==> src/rtl/logic_shift_unit_32_pkg.sv <==
// Shared definitions for the 32-bit logic/shift execution unit.
//   - operation encodings, FSM state encodings, shifter step modes
//   - latched request payload struct
//   - datapath / shift-amount widths
package logic_shift_unit_32_pkg;

  localparam int unsigned DATA_WIDTH  = 32;
  localparam int unsigned SHAMT_WIDTH = 5;

  typedef enum logic [2:0] {
    OP_AND  = 3'd0,
    OP_OR   = 3'd1,
    OP_NOR  = 3'd2,
    OP_INV  = 3'd3,
    OP_SLL  = 3'd4,
    OP_SRL  = 3'd5,
    OP_SRA  = 3'd6,
    OP_RSVD = 3'd7
  } op_e;

  typedef enum logic [1:0] {
    IDLE  = 2'b00,
    EXEC  = 2'b01,
    SHIFT = 2'b10,
    DONE  = 2'b11
  } state_e;

  typedef enum logic [1:0] {
    SH_SLL = 2'd0,
    SH_SRL = 2'd1,
    SH_SRA = 2'd2
  } shift_mode_e;

  // Operands captured on the START handshake.
  typedef struct packed {
    op_e                    opr;
    logic [DATA_WIDTH-1:0]  a;
    logic [DATA_WIDTH-1:0]  b;
    logic [SHAMT_WIDTH-1:0] shamt;
  } op_req_t;

  // Map a shift opcode onto the single-bit shifter mode.
  function automatic shift_mode_e shift_mode_of(input op_e op);
    case (op)
      OP_SRL:  return SH_SRL;
      OP_SRA:  return SH_SRA;
      default: return SH_SLL;
    endcase
  endfunction

endpackage

==> src/rtl/logic_shift_unit_32_if.sv <==
// Request/result bus of the logic/shift unit.
//   master: start, opr, a, b, shamt out; y, busy, done, zero in
//   slave : the reverse (the execution unit side)
interface logic_shift_unit_32_if;
  import logic_shift_unit_32_pkg::*;

  logic                   start;
  op_e                    opr;
  logic [DATA_WIDTH-1:0]  a;
  logic [DATA_WIDTH-1:0]  b;
  logic [SHAMT_WIDTH-1:0] shamt;
  logic [DATA_WIDTH-1:0]  y;
  logic                   busy;
  logic                   done;
  logic                   zero;

  modport master (
    output start, opr, a, b, shamt,
    input  y, busy, done, zero
  );

  modport slave (
    input  start, opr, a, b, shamt,
    output y, busy, done, zero
  );

endinterface

==> src/rtl/AND32_2x1.sv <==
// 32-bit two-input AND gate array.
//   a, b : operands
//   y    : a & b
module AND32_2x1 (
  input  logic [31:0] a,
  input  logic [31:0] b,
  output logic [31:0] y
);
  assign y = a & b;
endmodule

==> src/rtl/INV32_1x1.sv <==
// 32-bit inverter array.
//   a : operand
//   y : ~a
module INV32_1x1 (
  input  logic [31:0] a,
  output logic [31:0] y
);
  assign y = ~a;
endmodule

==> src/rtl/NOR32_2x1.sv <==
// 32-bit two-input NOR gate array.
//   a, b : operands
//   y    : ~(a | b)
module NOR32_2x1 (
  input  logic [31:0] a,
  input  logic [31:0] b,
  output logic [31:0] y
);
  assign y = ~(a | b);
endmodule

==> src/rtl/OR32_2x1.sv <==
// 32-bit two-input OR gate array.
//   a, b : operands
//   y    : a | b
module OR32_2x1 (
  input  logic [31:0] a,
  input  logic [31:0] b,
  output logic [31:0] y
);
  assign y = a | b;
endmodule

==> src/rtl/shift_step_32.sv <==
// Combinational single-bit shifter used once per SHIFT cycle.
//   d    : word to shift
//   mode : SH_SLL (0 in at LSB), SH_SRL (0 in at MSB), SH_SRA (MSB replicated)
//   q    : word shifted by one bit
module shift_step_32
  import logic_shift_unit_32_pkg::*;
(
  input  logic [DATA_WIDTH-1:0] d,
  input  shift_mode_e           mode,
  output logic [DATA_WIDTH-1:0] q
);

  always_comb begin
    q = d;
    case (mode)
      SH_SLL:  q = {d[DATA_WIDTH-2:0], 1'b0};
      SH_SRL:  q = {1'b0, d[DATA_WIDTH-1:1]};
      SH_SRA:  q = {d[DATA_WIDTH-1], d[DATA_WIDTH-1:1]};
      default: q = d;
    endcase
  end

endmodule

==> src/rtl/logic_shift_unit_32.sv <==
// Multi-cycle 32-bit logic/shift execution unit.
// Operands are latched on START in IDLE; logic ops finish in one EXEC cycle,
// shifts iterate one bit per SHIFT cycle. The result register y updates only
// on the edge entering DONE, where a one-cycle done pulse is raised.
//   clk  : clock, rising edge
//   rst  : asynchronous, active-high reset
//   bus  : slave side of logic_shift_unit_32_if
//          (start/opr/a/b/shamt in; y/busy/done registered out; zero = (y == 0))
module logic_shift_unit_32
  import logic_shift_unit_32_pkg::*;
(
  input  logic                  clk,
  input  logic                  rst,
  logic_shift_unit_32_if.slave  bus
);

  state_e                 state_q, state_d;
  op_req_t                req_q, req_d;
  logic [DATA_WIDTH-1:0]  work_q, work_d;
  logic [SHAMT_WIDTH-1:0] cnt_q, cnt_d;
  logic [DATA_WIDTH-1:0]  y_q, y_d;
  logic                   busy_q;
  logic                   done_q;

  logic [DATA_WIDTH-1:0]  and_y, or_y, nor_y, inv_y;
  logic [DATA_WIDTH-1:0]  logic_y;
  logic [DATA_WIDTH-1:0]  step_q;
  shift_mode_e            step_mode;

  // Gate arrays on the latched operands.
  AND32_2x1 u_and (.a(req_q.a), .b(req_q.b), .y(and_y));
  OR32_2x1  u_or  (.a(req_q.a), .b(req_q.b), .y(or_y));
  NOR32_2x1 u_nor (.a(req_q.a), .b(req_q.b), .y(nor_y));
  INV32_1x1 u_inv (.a(req_q.a), .y(inv_y));

  // 4:1 result select for ops 0-3 (low two opcode bits).
  always_comb begin
    logic_y = and_y;
    case (req_q.opr[1:0])
      2'd0:    logic_y = and_y;
      2'd1:    logic_y = or_y;
      2'd2:    logic_y = nor_y;
      default: logic_y = inv_y;
    endcase
  end

  assign step_mode = shift_mode_of(req_q.opr);

  shift_step_32 u_step (
    .d    (work_q),
    .mode (step_mode),
    .q    (step_q)
  );

  // State and datapath registers.
  always_ff @(posedge clk or posedge rst) begin
    if (rst) begin
      state_q <= IDLE;
      req_q   <= '0;
      work_q  <= '0;
      cnt_q   <= '0;
      y_q     <= '0;
      busy_q  <= 1'b0;
      done_q  <= 1'b0;
    end else begin
      state_q <= state_d;
      req_q   <= req_d;
      work_q  <= work_d;
      cnt_q   <= cnt_d;
      y_q     <= y_d;
      busy_q  <= (state_d != IDLE);
      done_q  <= (state_d == DONE);
    end
  end

  // Next-state and datapath update.
  always_comb begin
    state_d = state_q;
    req_d   = req_q;
    work_d  = work_q;
    cnt_d   = cnt_q;
    y_d     = y_q;

    case (state_q)
      IDLE: begin
        if (bus.start) begin
          req_d   = '{opr: bus.opr, a: bus.a, b: bus.b, shamt: bus.shamt};
          state_d = EXEC;
        end
      end

      EXEC: begin
        case (req_q.opr)
          OP_AND, OP_OR, OP_NOR, OP_INV: begin
            y_d     = logic_y;
            state_d = DONE;
          end
          OP_SLL, OP_SRL, OP_SRA: begin
            if (req_q.shamt == '0) begin
              y_d     = req_q.a;
              state_d = DONE;
            end else begin
              work_d  = req_q.a;
              cnt_d   = req_q.shamt;
              state_d = SHIFT;
            end
          end
          default: begin
            y_d     = '0;
            state_d = DONE;
          end
        endcase
      end

      SHIFT: begin
        work_d = step_q;
        cnt_d  = cnt_q - SHAMT_WIDTH'(1);
        // Last step: the shifted word goes straight into the result register.
        if (cnt_q == SHAMT_WIDTH'(1)) begin
          y_d     = step_q;
          state_d = DONE;
        end
      end

      DONE: begin
        state_d = IDLE;
      end

      default: begin
        state_d = IDLE;
      end
    endcase
  end

  assign bus.y    = y_q;
  assign bus.busy = busy_q;
  assign bus.done = done_q;
  assign bus.zero = (y_q == '0);

endmodule

==> src/flat_wrapper.sv <==
// flat-port wrapper written by rule: the top's interface ports become plain ports
module logic_shift_unit_32_flat import logic_shift_unit_32_pkg::*;
  (clk, rst, bus_start, bus_opr, bus_a, bus_b, bus_shamt, bus_y, bus_busy, bus_done, bus_zero);
  logic_shift_unit_32_if bus_i ();
  input  logic clk;
  input  logic rst;
  input wire logic [$bits(bus_i.start)-1:0] bus_start;
  input wire logic [$bits(bus_i.opr)-1:0] bus_opr;
  input wire logic [$bits(bus_i.a)-1:0] bus_a;
  input wire logic [$bits(bus_i.b)-1:0] bus_b;
  input wire logic [$bits(bus_i.shamt)-1:0] bus_shamt;
  output wire logic [$bits(bus_i.y)-1:0] bus_y;
  output wire logic [$bits(bus_i.busy)-1:0] bus_busy;
  output wire logic [$bits(bus_i.done)-1:0] bus_done;
  output wire logic [$bits(bus_i.zero)-1:0] bus_zero;
  assign bus_i.start = bus_start;
  assign bus_i.opr = bus_opr;
  assign bus_i.a = bus_a;
  assign bus_i.b = bus_b;
  assign bus_i.shamt = bus_shamt;
  assign bus_y = bus_i.y;
  assign bus_busy = bus_i.busy;
  assign bus_done = bus_i.done;
  assign bus_zero = bus_i.zero;
  logic_shift_unit_32 u_core (.clk(clk), .rst(rst), .bus(bus_i));
endmodule
==> config.mk <==
export PLATFORM = sky130hd
export DESIGN_NAME = logic_shift_unit_32_flat
export DESIGN_NICKNAME = d
export VERILOG_FILES = /design/src/rtl/logic_shift_unit_32_pkg.sv /design/src/rtl/logic_shift_unit_32_if.sv /design/src/rtl/AND32_2x1.sv /design/src/rtl/INV32_1x1.sv /design/src/rtl/NOR32_2x1.sv /design/src/rtl/OR32_2x1.sv /design/src/rtl/shift_step_32.sv /design/src/rtl/logic_shift_unit_32.sv /design/src/flat_wrapper.sv
export SDC_FILE = /design/constraint.sdc
export NUM_CORES = 1
export LEC_CHECK = 0
export CAP_MARGIN = 30
export CELL_PAD_IN_SITES_DETAIL_PLACEMENT = 0
export CELL_PAD_IN_SITES_GLOBAL_PLACEMENT = 1
export CORE_ASPECT_RATIO = 1.4
export CORE_MARGIN = 2
export CORE_UTILIZATION = 30
export DETAILED_ROUTE_END_ITERATION = 7
export PLACE_DENSITY_LB_ADDON = 0.1
export SYNTH_ARGS = -nofsm -noshare
export SYNTH_HDL_FRONTEND = slang
export SYNTH_HIERARCHICAL = 1
export SYNTH_SLANG_ARGS = --single-unit
==> constraint.sdc <==
create_clock -name clk -period 13.3 [get_ports clk]
set_input_delay 1.995 -clock clk [delete_from_list [all_inputs] [get_ports clk]]
set_output_delay 1.995 -clock clk [all_outputs]
set_load 0.01 [all_outputs]
==> reports/metrics.csv <==
stage,metric,value,unit
outcome,status,completed,
timing,Max Clock Freq,0.217,GHz
timing,"Setup violations, final",0,
global_route,total grt overflow,0,
finish,Area Overhead vs Synth,20.7,%
timing,Worst-Margin Slew,0.954,ns
power,Tot Pwr,3.14,mW
global_route,global-route wire length before repair,39000,um
critical_path,FF-to-FF Start,u_core/state_q[0]$_DFF_PP0_,
power,worst vdd ir,102,uV
timing,post-route setup slack,8.68,ns
cts,clk_lat worst skew,0.43,ns
flow_run,total of max-cap violations,0,
critical_path,Critical R2R Capture,u_core/bus.y[22]$_DFFE_PP0P_,
cts,Clock transition at path regs,0.06,ns
cts,clk root buf,clkbuf_16,
synth,Async SR Flop Fraction,100,%
route,routed wire length,24500,um
synth,Synth area leaders,"dfrtp_1 (40%), mux2i_1 (21%), mux2_2 (13%)",
floorplanning,num rows,75,
synth,Avg Synthesized Cell Area,10.9,um^2
timing,max-slew violations,0,
synth,Yosys reg bits,145,
timing,TNS Setup,0,ns
route,Vias,6578,
synth,yosys warns,6,
critical_path,startpoint types,register,
place,pre-CTS WS,9.03,ns
synth,area share of the largest cell type after synthesis,39.9,%
place,IO Port Bufs,109,
cts,# clock sinks,145,
critical_path,crit path DAT,2.62,ns
place,hpwl dp,15800,um
critical_path,worst reg2reg setup slack,10.11,ns
floorplanning,initial core utilization,30.4,%
timing,worst hold margin,0.534,ns
floorplanning,Die Wd,151,um
synth,Cell variety after synth,49,
timing,final hold violation count,0,
synth,Main synth FF type,dfrtp_1,
synth,register area share after synthesis,39.9,%
route,DRC,0,
timing,period utilisation layout,34.7,%
timing,RSZ-0062 raised after global routing,no,
cts,CTS buffer count,17,
critical_path,"Req. time, crit path",11.31,ns
finish,fraction of layout cells with a size suffix above 1,17.1,%
critical_path,Crit. End Element,output pin,
timing,Clock Skew,0.00859,ns
worst_hold_path,hold path cells,1,
power,Leak Pwr,4.48,nW
cts,H-tree depth,4,
critical_path,Reg2Reg Depth,7,
finish,Finished Layout Cells,1307,
cts,Post-CTS Resized,0,
cts,CTS tree,yes,
worst_hold_path,worst hold endpoint,u_core/bus.y[1]$_DFFE_PP0P_,
synth,"EDFF count, synth",0,
route,Via density,5.03,
worst_hold_path,Hold Path Origin,u_core/bus.y[1]$_DFFE_PP0P_,
cts,Clock Tree Buf Depth,2,
worst_hold_path,worst hold path class,reg2reg,
place,gpl congestion,0.721,
floorplanning,Die Y,210,um
floorplanning,full die area,31700,um^2
synth,post-synthesis instance total,833,
global_route,initial antenna violation count,0,
global_route,GRT Util Overall,16.0,%
synth,post-synth top area cell,dfrtp_1,
floorplanning,io pins,110,
finish,n_diodes,0,
route,Final ANT Viol Nets,0,
floorplanning,Core Box Area,29900,um^2
global_route,met1 GRT Util,19.9,%
finish,Final nets,991,
route,post-DR wirelength/cell,18.7,um
global_route,vias in the first global route,6860,
timing,worst relative slew slack,36.4,%
global_route,largest net degree at the start of global routing,85,
cts,post-CTS setup buffer count,0,
global_route,busiest grt layer,met2,
critical_path,critical path type,reg2out,
synth,mapped cell area,9090,um^2
critical_path,Critical Path Fanout Max,3,
route,number of DRC markers in iteration 0,267,
cts,hold buffer count at CTS,0,
route,Pre-antenna DRT Iters,4,
timing,Final Critical Period,4.62,ns
global_route,GR Util met2,28.6,%
place,dpl cells,1276,
global_route,Global Route met3 Usage,2.84,%
power,PD cells,286,nW/um^2
synth,Post-Syn Nets,914,
==> registers in the layout, indices dropped and copies added (netlist names) <==
signal,count
u_core/bus.done,1
u_core/bus.busy,1
u_core/work_q,32
u_core/req_q,72
u_core/state_q,2
u_core/cnt_q,5
u_core/bus.y,32
==> cells in the mapped netlist, types with 8 or more instances <==
| cell type | number |
|---|---|
| a21oi_1 | 33 |
| a221o_1 | 32 |
| and2_1 | 33 |
| buf_6 | 9 |
| clkbuf_1 | 35 |
| dfrtp_1 | 145 |
| inv_1 | 38 |
| mux2_2 | 104 |
| mux2i_1 | 189 |
| nor2_1 | 39 |
| nor3_1 | 36 |
| nor4_1 | 8 |
| o22ai_1 | 32 |
| or2_1 | 33 |
==> layer usage <==
metal / up-vias / share of wire [%]
li1: 3193 / -
met1: 3272 / 44
met5: - / 0
met4: 0 / 1.2
met2: 94 / 52
met3: 19 / 2.9
==> worst max path at each step <==
stage	endpoint	cells after the start	slack (ns)	startpoint
after floorplan	u_core/bus.busy$_DFF_PP0_	1	7.41	rst
after CTS	bus_zero	4	8.54	u_core/bus.y[0]$_DFFE_PP0P_
after global placement	bus_zero	4	8.95	u_core/bus.y[0]$_DFFE_PP0P_
after global routing	bus_zero	4	8.55	u_core/bus.y[0]$_DFFE_PP0P_
after detailed placement	bus_zero	4	9.03	u_core/bus.y[0]$_DFFE_PP0P_
final	bus_zero	4	8.68	u_core/bus.y[1]$_DFFE_PP0P_
==> worst max-delay path, cell delays in order (launching register included) <==
cell             delay, ns
dfrtp_1               0.40
nor4_1                0.60
nand4_1               0.38
nor2_1                0.25
clkdlybuf4s50_1       0.57
==> power breakdown <==
group | internal [mW] | switching [mW] | leakage, nW
clock | 0.275 | 0.187 | 0.277
sequential | 0.679 | 0.290 | 1.70
combinational | 0.888 | 0.819 | 2.50
==> cells by family after synthesis <==
logic type      synth area share [%]
compound gates                  9.18
simple gates                    10.3
buf+inv                         6.00
fa+ha+maj                      0.826
flops                           39.9
mux                             33.8
==> placed cells by master, fill, tap and decap left out, types with 2 or more instances in the layout <==
cell	instances
mux2_2	104
clkbuf_1	4
mux2i_1	189
nor2_1	37
ha_1	5
o22ai_1	32
nor3b_1	2
a21oi_1	33
or2_1	33
a22oi_1	2
o21ai_0	3
nand2_1	6
nor4_1	8
clkbuf_16	17
clkdlybuf4s50_1	109
nor3_1	36
and2_1	33
clkbuf_8	4
nand3_1	3
a221o_1	32
o211ai_1	2
nand4_1	2
inv_1	37
dfrtp_1	144
buf_4	9
clkinv_2	5
==> cell type report <==
class                      instances  area, um^2
multi-input combinational        588        4950
clock inverter                     6        55.1
fill                            3019       19000
inverter                          38         148
clock buffer                      25         495
tap                              385         482
sequential                       145        3630
timing repair buffer             120        1210
==> per-stage QoR <==
step           utilization [%]  area [um^2]
2_1_floorplan                -         9090
6_report                  36.7        11000
3_3_place_gp              34.7        10400
5_1_grt                   36.7        11000
4_1_cts                   36.7        11000
3_5_place_dp              34.8        10400
No activity file was read; power rests on OpenSTA's default activity.
